$ cat src/rtl/cp0_unit.sv
// cp0_unit: MIPS coprocessor-0 responder (MFC0/MTC0, Count/Compare timer, interrupt/ERET redirect)
module cp0_unit #(
  parameter logic [31:0] EXC_BASE = 32'h0000_0008,
  parameter bit          TIMER_EN = 1'b1
) (
  input  logic        clk,
  input  logic        rst,
  input  logic        en,
  input  logic [1:0]  oper,
  input  logic [4:0]  addr_r,
  output logic [31:0] data_r,
  input  logic [4:0]  addr_w,
  input  logic [31:0] data_w,
  input  logic [31:0] ret_addr,
  input  logic        ir_in,
  output logic        jump_en,
  output logic [31:0] jump_addr
);
  logic [31:0] ehbr, count, compare, epc, sr_val, cause_val;
  logic [7:0]  im;
  logic        exl, ie, ip7, ip2, s1, s2, s3;
  logic        wr, int_take, eret_take;
  always_comb begin
    wr        = en && oper == 2'd2;
    eret_take = en && oper == 2'd3;
    sr_val    = {16'b0, im, 6'b0, exl, ie};
    cause_val = {16'b0, ip7, 4'b0, ip2, 10'b0};
    int_take  = en & ie & ~exl & (|(cause_val[15:8] & im)) & (oper != 2'd3);
    jump_en   = ~rst & (int_take | eret_take);
    jump_addr = eret_take ? epc : ehbr;
    data_r    = addr_r == 5'd7  ? ehbr :
                addr_r == 5'd9  ? count :
                addr_r == 5'd11 ? compare :
                addr_r == 5'd12 ? sr_val :
                addr_r == 5'd13 ? cause_val :
                addr_r == 5'd14 ? epc : 32'b0;
  end
  always_ff @(posedge clk or posedge rst) begin
    if (rst) begin
      ehbr    <= EXC_BASE;
      count   <= '0;
      compare <= '0;
      epc     <= '0;
      im      <= '0;
      exl     <= 1'b0;
      ie      <= 1'b0;
      ip7     <= 1'b0;
      ip2     <= 1'b0;
      s1      <= 1'b0;
      s2      <= 1'b0;
      s3      <= 1'b0;
    end else begin
      s1 <= ir_in;
      s2 <= s1;
      s3 <= s2;
      if (wr && addr_w == 5'd7) ehbr <= data_w;
      if (wr && addr_w == 5'd11) compare <= data_w;
      count <= (wr && addr_w == 5'd9) ? data_w : count + 32'(TIMER_EN);
      // Compare write acknowledges the timer and beats a same-edge match
      ip7 <= (wr && addr_w == 5'd11) ? 1'b0 : ip7 | (TIMER_EN && count == compare && compare != 32'b0);
      ip2 <= (s2 & ~s3) | (ip2 & ~(int_take & im[2]));
      if (wr && addr_w == 5'd12) begin
        im <= data_w[15:8];
        ie <= data_w[0];
      end
      exl <= int_take ? 1'b1 : eret_take ? 1'b0 : (wr && addr_w == 5'd12) ? data_w[1] : exl;
      epc <= int_take ? ret_addr : (wr && addr_w == 5'd14) ? data_w : epc;
    end
  end
endmodule
$ cat config.mk
export PLATFORM = sky130hd
export DESIGN_NAME = cp0_unit
export DESIGN_NICKNAME = d
export VERILOG_FILES = /design/src/rtl/cp0_unit.sv
export SDC_FILE = /design/constraint.sdc
export NUM_CORES = 1
export LEC_CHECK = 0
export ABC_AREA = 1
export ABC_CLOCK_PERIOD_IN_PS = 4500
export CAP_MARGIN = 20
export CORE_ASPECT_RATIO = 0.8
export CORE_MARGIN = 4
export CORE_UTILIZATION = 30
export DETAILED_ROUTE_END_ITERATION = 16
export PLACE_DENSITY = 0.56
export SKIP_LAST_GASP = 1
export SLEW_MARGIN = 15
export SYNTH_ARGS = -nofsm -noshare
export SYNTH_HDL_FRONTEND = slang
export SYNTH_SLANG_ARGS = --single-unit
$ cat constraint.sdc
create_clock -name clk -period 4.5 [get_ports clk]
set_input_delay 0.45 -clock clk [delete_from_list [all_inputs] [get_ports clk]]
set_output_delay 0.45 -clock clk [all_outputs]
set_load 0.01 [all_outputs]
# After elaboration in Yosys (flattened, before gate mapping)
# Cells that the tools add are included.
[totals]
inputBits = 80
regBits = 143
output_inout_bits = 65
[classes]
add_sub_neg = 1
mux = 14
bitwise = 16
reduce_logical = 12
eq_ne = 15
[op_table]
columns = ["cell", "n"]
rows = [
  ["$mux W32", 10],
  ["$eq A5 B4 Y1 const B", 9],
  ["$add A32 B1 Y32 const B", 1],
  ["$eq A32 B32 Y1", 1],
  ["$reduce_bool A32 Y1", 1],
  ["$eq A5 B3 Y1 const B", 2],
  ["$and A1 B1 Y1", 8],
  ["$and A8 B8 Y8", 1],
  ["$logic_and A1 B1 Y1", 8],
  ["$reduce_or A8 Y1", 1],
  ["$eq A2 B2 Y1 const B", 2],
  ["$mux W1", 4],
  ["$not A1 Y1", 4],
  ["$or A1 B1 Y1", 3],
  ["$reduce_bool A3 Y1", 1],
  ["$ne A2 B2 Y1 const B", 1],
  ["$reduce_bool A2 Y1", 1],
]

# Depth between registers and ports, before layout
# Gate-level depths: netlist (run 1).
[depth]
word_depth = 8
ltp_mapped = 10
mapped_depth_nobuf = 9

# Worst setup path after synthesis (run 1)
# OpenSTA, ideal clock, no wires.
[synth_timing]
path_kind = "in2out"
from = "in addr_r[4]"
to = "out data_r[17]"
slack_ps = 2609
cell_stages = 8
path_buffers = 1
arrival_ps = 1441
required_time_ps = 4050
cell_sequence = "inv_1 > nand2_1 > nor2_1 > inv_1 > nor2_1 > clkbuf_1 > a22oi_1 > o211ai_1"
[synth_via]
elab_chain_cells = 7
elab_cells_between_ends = 12
classes_between = "eq/ne: 6; mux: 6"
[synth_lines]
columns = ["item", "line_no", "text"]
rows = [
  ["start: declaration", "10", "input logic [4:0] addr_r,"],
  ["$eq A5 B4 Y1", "36", "addr_r == 5'd14 ? epc : 32'b0;"],
  ["$mux W32", "36", ""],
  ["$mux W32", "35", "addr_r == 5'd13 ? cause_val :"],
  ["$mux W32", "34", "addr_r == 5'd12 ? sr_val :"],
  ["$mux W32", "33", "addr_r == 5'd11 ? compare :"],
  ["$mux W32", "32", "addr_r == 5'd9 ? count :"],
  ["$mux W32 (*)", "31", "data_r = addr_r == 5'd7 ? ehbr :"],
  ["end: declaration", "11", "output logic [31:0] data_r,"],
]
# Mark *: on every way between the ends. The rest lies on a longest branch, timed or not.

# Worst setup path after layout (run 1)
[layout_timing]
from = "in addr_r[3]"
to = "out data_r[7]"
# The elaborated chain is that of the path after synthesis.

==> impl_metrics.ini, run 1 <==
[clock_tree]
cts_tree = done
clk_latency_ps = 440
cts.reportedPaths.clkPinSlew_ps = 70
cts_root_buf = clkbuf_16
cts_resized = 0
htreeDepth = 4
postCtsSetupBuffers = 0
cts_made_buffers = 17
clkSinkCount = 143
clk_path_buf_depth = 2
ctsHoldBuffers = 0

[die]
num_rows = 53
io_pins = 145
die_w_um = 193
die_height_um = 156
initial_utilization_pct = 30.9
core-area_um2 = 26700
die_area_um2 = 30200

[pwr]
peakVddDrop_mv = 0.236
finalPower_mw = 3.87
combPwrFrac_pct = 19.6
power_switching_mw = 1.25
powerDensity_nw_per_um2 = 364
p_seq_share_pct = 42.1
switching_share_pct = 32.3
p_leak_nw = 4.79
pwr-share-clk_pct = 38.2
p_int_mw = 2.62

[sta]
timing.final.ws_setup_ps = 859
rsz0062_at_grt = false
fin_crit_sh_pct = 80.9
finalSetupTns_ps = 0
worstMarginPinSlew_ps = 933
setup_violations = 0
slew_viol_final = 0
fin_crit_ps = 3640
fmax_mhz = 275
whs_ps = 371
finalHoldViolCount = 0
slew_headroom_pct = 37.8
fin_skew_ps = 11.1

[grt]
overflow = 0
grt_pass1_wl_um = 45400
grt_max_degree = 97
grt_pass1_vias = 7880
grt.total_usage_pct = 19.4
antenna_found_initial = 0

[worst_setup_path]
cp-end-kind = primary output
critPathRequiredTime_ps = 4050
worstSetupPathType = input pin to primary output
start_kind = input pin
cp_max_fo = 22
worst_ep_arrival_time_ps = 3190

[cells_and_area]
design_area_um2 = 10600
fin_util_pct = 39.9
drive_above_1_share_pct = 5.53
final_common_cell = nand2_1
instances_no_fill = 1660
syn_to_final_growth_pct = 29.3
mostFrequentLayoutCells = nand2_1 (439), clkdlybuf4s50_1 (144), dfrtp_1 (142)
antennaDiodeCount = 0
finalNetCount = 1371

[logic_synthesis]
synthDistinctLibCells = 34
synth_top_cell_by_area = dfrtp_1
yosys_register_bits = 143
synth_top_family_by_area = simple AND/OR/NAND/NOR gates
synth_nets = 1246
post_synth.cell_area_avg_um2 = 7.06
synth-xor-area-share_pct = 4.26
yosysWarnings = 0
ys_seq_area_share_pct = 43.5
netlist_area_um2 = 8230
yosys.area_share.simple_pct = 33.0
synthTopCellsByArea = dfrtp_1 (43%), nand2_1 (20%), o21ai_0 (6.8%)
synthCells = 1165
synthMuxAreaShare_pct = 0
synth_top_area_share_pct = 43.2
synth_fa_ha_area_share_pct = 0.152
synth-compound-area-share_pct = 11.9

[placement]
place_worst_setup_slack_ps = 854
io_buffers = 144
gp_congestion = 0.867
place_inst = 1628
dp_hpwl_um = 20400
dpl-instance-area_um2 = 10000

[routing]
wl_um = 28700
wl_per_cell_um = 17.3
via_per_inst = 4.86
firstDrtPassIters = 5
drc = 0
drt-initial-drc-count = 525
final_antenna_net_count = 0
num_vias = 8065

[min_path]
hp-class = flop to flop

[flow_run]
drv_cap = 0

[run_status]
outcome = completed
==> logic make-up after synthesis <==
family / count (synthesis)
compound gates: 174
fa+ha+maj: 1
buf+inv: 153
simple gates: 654
xor+xnor: 40
flops: 143
==> power by group through the flow <==
| stage | clock, mW | sequential, mW | combinational [mW] |
|---|---|---|---|
| finish | 1.48 | 1.63 | 0.760 |
| global route | 1.56 | 1.66 | 0.866 |
| CTS | 1.50 | 1.63 | 0.766 |
| detailed placement | 0 | 1.65 | 0.760 |
| global placement | 0 | 1.65 | 0.750 |
| floorplan | 0 | 1.60 | 0.474 |
==> Yosys cell counts (all sizes together) <==
cell type  count
nand2        443
dfrtp        142
o21ai        118
nand3        102
inv          101
nor2          81
clkbuf        33
xnor2         25
a22oi         22
buf           18
o211ai        17
nor3          15
xor2          15
a21oi         12
nand4          9
a31oi          2
nand3b         2
o22ai          2
clkinv         1
dfstp          1
ha             1
nor3b          1
o311ai         1
or2            1
==> final timing paths <==
path	cells after the start	slack, ps	startpoint	endpoint
worst min register to register	0	370	s1	s2
min in group asynchronous	2	570	rst	epc[14]
worst min-delay path	0	370	s1	s2
worst max register to register	7	2270	ip7	epc[24]
worst max-delay path	9	860	addr_r[3]	data_r[7]
max in group asynchronous	3	3070	rst	ehbr[3]
==> cell type report <==
type,instances,area (µm²)
well taps,357,447
flip-flops and latches,143,3580
fillers,2790,16000
multi-input cells,869,4080
repair buffers,157,1550
clock buffers,17,425
clock inverters,15,176
inverters,102,388
==> layer usage <==
| metal | vias up | global-route usage [%] | wire length (µm) |
|---|---|---|---|
| li1 | 4000 | - | - |
| met4 | 0 | 4.58 | 338 |
| met2 | 226 | 28.5 | 12100 |
| met1 | 3814 | 29.6 | 14600 |
| met5 | - | 0 | 0 |
| met3 | 25 | 3.51 | 1730 |
==> critical path: stages <==
cell             delay [ps]
clkdlybuf4s50_1         550
nand3_1                 130
nor2_2                  350
nand2_1                 360
inv_1                   120
buf_4                   350
a22oi_1                 120
o211ai_1                160
clkdlybuf4s50_1         590
==> state kept, by name, indices dropped and copies added (netlist names) <==
name     cells
ip2          1
s2           1
exl          1
s1           1
ie           1
count       32
s3           1
compare     32
ip7          1
im           8
epc         32
ehbr        32
Power figures use the tool's default switching activity.
==> run 2: changes to the inputs <==
ABC_CLOCK_PERIOD_IN_PS = 3000   (was 4500)
clock period = 3 ns   (was 4.5 ns; I/O delays follow)
==> impl_metrics.ini, run 2 (synthesis gave the netlist of run 1 again) <==
[worst_setup_path]
cp-end-kind = primary output
worst_ep_arrival_time_ps = 2390
critPathRequiredTime_ps = 2700
worstSetupPathType = input pin to primary output
start_kind = input pin
cp_max_fo = 7

[pwr]
powerDensity_nw_per_um2 = 524
p_leak_nw = 4.82
peakVddDrop_mv = 0.456
finalPower_mw = 5.61

[min_path]
hp-class = input pin to asynchronous set/reset pin

[cells_and_area]
antennaDiodeCount = 0
syn_to_final_growth_pct = 30.2
drive_above_1_share_pct = 6.17
final_common_cell = nand2_1
instances_no_fill = 1670
fillCellCount = 2781
finalNetCount = 1382
fin_util_pct = 40.2
mostFrequentLayoutCells = nand2_1 (439), clkdlybuf4s50_1 (144), dfrtp_1 (142)

[die]
num_rows = 53
io_pins = 145
die_w_um = 193
core-area_um2 = 26700
initial_utilization_pct = 30.9
die_height_um = 156
die_area_um2 = 30200

[clock_tree]
cts_made_buffers = 17
clk_path_buf_depth = 2
cts.reportedPaths.clkPinSlew_ps = 70
cts_resized = 0
ctsHoldBuffers = 0
postCtsSetupBuffers = 0
htreeDepth = 4
clk_latency_ps = 420
cts_tree = done
cts_root_buf = clkbuf_16
clkSinkCount = 143

[routing]
dr_wl_met2_um = 11900
drc = 0
dr_wl_met3_um = 1620
wl_um = 28400
final_antenna_net_count = 0
firstDrtPassIters = 5
wl_met1_um = 14400
drt-initial-drc-count = 613
num_vias = 8032
wl_per_cell_um = 17.0
routed.top_layer = met4
via_per_inst = 4.81

[sta]
worstMarginPinSlew_ps = 626
fin_crit_ps = 2690
rsz0062_at_grt = false
finalHoldViolCount = 0
slew_viol_final = 0
slew_headroom_pct = 58.2
fin_skew_ps = 11.8
finalSetupTns_ps = 0
fmax_mhz = 372
setup_violations = 0
fin_crit_sh_pct = 89.7

[run_status]
outcome = completed

[grt]
antenna_found_initial = 0
overflow = 0
grt_pass1_vias = 7872
grt_max_degree = 91
grt_pass1_wl_um = 45000
grt.total_usage_pct = 19.1

[placement]
gp_congestion = 0.871
io_buffers = 144
place_inst = 1639
dp_hpwl_um = 20800

[flow_run]
drv_cap = 0
==> run 2: metrics by stage <==
step / hold WS, ps / cell area (µm²) / worst slack, ps
final: 164 / 10700 / 308
after global placement: 337 / 10200 / 276
after floorplan: 331 / 8230 / 910
after global routing: 180 / 10700 / 214
after detailed placement: 337 / 10200 / 330
after CTS: 159 / 10700 / 329
==> run 2: path summary, 6_finish.rpt <==
check	startpoint	endpoint	slack [ps]	cells after the start
setup / recovery	addr_r[3]	data_r[17]	310	8
hold / removal	rst	epc[12]	160	2
setup reg to reg	count[1]	count[18]	1150	9
hold reg to reg	s1	s2	350	0
max in group asynchronous	rst	count[27]	1970	3
min in group clk	ir_in	s1	310	1
==> run 2: power breakdown <==
part | leakage, nW | switching, mW | internal [mW]
combinational | 2.70 | 0.637 | 0.510
sequential | 1.86 | 0.282 | 2.18
clock | 0.252 | 0.899 | 1.10
total | 4.82 | 1.82 | 3.79
==> run 2: area by class of cell <==
type                    count  area, µm²  area share, %
repair buffers            168       1680           15.7
well taps                 357        447           4.17
clock buffers              20        457           4.26
flip-flops and latches    143       3580           33.4
inverters                 102        387           3.61
clock inverters            11       82.6          0.771
multi-input cells         869       4080           38.1
==> run 2: worst max-delay path, cell delays in order <==
cell and delay, ps:
clkdlybuf4s50_1 540, nand2_1 70, nor2_1 80, inv_1 70, nor2_2 90, inv_1 270, o211ai_1 360, clkdlybuf4s50_1 600
==> run 2: per-layer routing <==
metal | track usage [%] | vias to the layer above
li1 | - | 4029
met1 | 29.2 | 3756
met2 | 28.1 | 222
met3 | 3.15 | 25
met4 | 4.75 | 0
met5 | 0 | -
==> patch (flow settings as in run 2) <==
Change the parameter `TIMER_EN` from 1'b1 to 1'b0.
--- a/src/rtl/cp0_unit.sv
+++ b/src/rtl/cp0_unit.sv
@@ -3,3 +3,3 @@
   parameter logic [31:0] EXC_BASE = 32'h0000_0008,
-  parameter bit          TIMER_EN = 1'b1
+  parameter bit          TIMER_EN = 1'b0
 ) (
Check against the original RTL: not equivalent (a bounded check fails within 4 cycles, from zero or initial values and one cycle with rst high).
==> patch against run 2 <==
  * Area after synthesis down 13%
  * Critical path depth unchanged
  * Clock skew increased by 1.8 ps
  * Synthesized cell count decreased by 21%
  * Worst setup slack improved by 61 ps
  * Final area is 10% lower
  * Cell count decreased by 17%
  * Wire length fell by 19%
  * Largest cell class is now flip-flops and latches
  * Register-to-register slack better by 30 ps
  * Hold slack better by 180 ps
  * Total power decreased by 12%
  * Global-route usage is 1.6 points lower
  * Sequential cell count is 1 lower
  * Highest routed layer is now met5
  * Largest power group unchanged
==> patch: results (changes against run 2) <==
| Metric | Value |
|---|---|
| Initial antenna violation count | `1 (+1)` |
| Post-Syn Nets | `1004 (-19%)` |
| List of most frequent post-synthesis cells | `353 x nand2_1, 141 x dfrtp_1, 99 x nand3_1` |
| VDD IR max | `0.335 mV (-26%)` |
| Largest net degree at the start of global routing | `77 (-15%)` |
| Met3 Usage GRT | `3.99% (+0.83 points)` |
| Reg2reg end | `epc[15]` |
| HP Class | `in -> reg` |
| Register area share after synthesis | `49.5% (+6.0 points)` |
| Placed cell area | `9060 sq um (-11%)` |
| Clk_skew | `13.6 ps (+1.85 ps)` |
| CP arrival | `2330 ps (-60 ps)` |
| Dpl hpwl | `14.8 mm (-29%)` |
| Reg2Reg Setup Slack | `1180 ps (+30 ps)` |
| Status | `completed` |
| Distinct cells, synth | `25 (-26%)` |
| Vias in the first global route | `6546 (-17%)` |
| Global routing usage on met1 | `25.8% (-3.4 points)` |
| Metal2 WL | `10.2 mm (-15%)` |
| Crit path from | `addr_r[1]` |
| WL/cell | `16.8 um (-1.4%)` |
| Wire length on met3 | `1.24 mm (-24%)` |
| Post-cts sizing count | `0 (unchanged)` |
| CTS Buf Count | `17 (unchanged)` |
| Synth top area share | `49.1% (+5.9 points)` |
| Final nets | `1133 (-18%)` |
| GRT met2 Usage | `26.5% (-1.6 points)` |
| First DRT Iteration DRCs | `514 (-16%)` |
| Synth area leaders | `dfrtp_1 49%, nand2_1 18%, nand3_1 6.9%` |
| Lkg Pwr | `0.00453 uW (-6.0%)` |
| Global-route wire length before repair | `36.9 mm (-18%)` |
| Highest metal used | `met5` |
| WL met1 | `11.6 mm (-20%)` |
| Routed via count | `6565 (-18%)` |
| Layout cells sized above 1 | `9.29% (+3.1 points)` |
| R2r startpoint | `ip2` |
| Crit path largest cell delay | `550 ps (-50 ps)` |
| RePlAce Congestion | `0.804 (-7.7%)` |
| Slew @ Worst Pin | `694 ps (+67.9 ps)` |
patch: cell count changes after synthesis, sizes merged, moves of 17 or more:
cell    before  now
mux2         0   31
nor2        81   30
a22oi       22    0
inv        101   56
nand4        9   33
nand2      443  357
xnor2       25    0
o211ai      17    0
patch: kinds of logic after synthesis:
logic type	after synthesis	share of synthesized area, %
compound gates	111	7.75
flops	142	49.5
mux	31	4.86
buf+inv	112	6.43
simple gates	528	31.5
patch: worst reg2reg max path, delay by kind of cell, from the launching register on:
kind,cells,cell delay (ps)
buffers and inverters,2,520
flip-flops,1,380
AND/OR/NAND/NOR,7,870
patch: cell type report:
class / count / area share (%)
Clock buffer: 19 / 4.49
Clock inverter: 13 / 1.44
Inverter: 58 / 2.30
Multi-Input combinational cell: 670 / 33.2
Sequential cell: 142 / 36.9
Tap cell: 312 / 4.05
Timing Repair Buffer: 164 / 17.6
patch: worst max-delay path by stage:
stage / end / slack [ps] / cells after the start
final: data_r[14] / 370 / 8
after global routing: data_r[14] / 140 / 8
after CTS: data_r[14] / 350 / 8
after detailed placement: data_r[14] / 350 / 8
after global placement: data_r[2] / 390 / 9
after floorplan: compare[0] / 920 / 1
patch: power by group:
part           internal [uW]  total [uW]  leakage, uW  switching [uW]
clock                   1230        2080     0.000277             850
sequential              2090        2200      0.00192             114
combinational            329         650      0.00233             321
total                   3650        4930      0.00453            1280
patch: through the flow:
step           hold slack [ps]  util, %  setup slack [ps]  total power [uW]  cells
2_1_floorplan              331        -               924              2540    924
3_3_place_gp               334     38.6               395              2880   1346
3_5_place_dp               338     38.6               354              2890   1346
4_1_cts                    329     41.1               350              4980   1378
5_1_grt                    328     41.1               141              5160   1378
6_report                   344     41.1               370              4930   1378
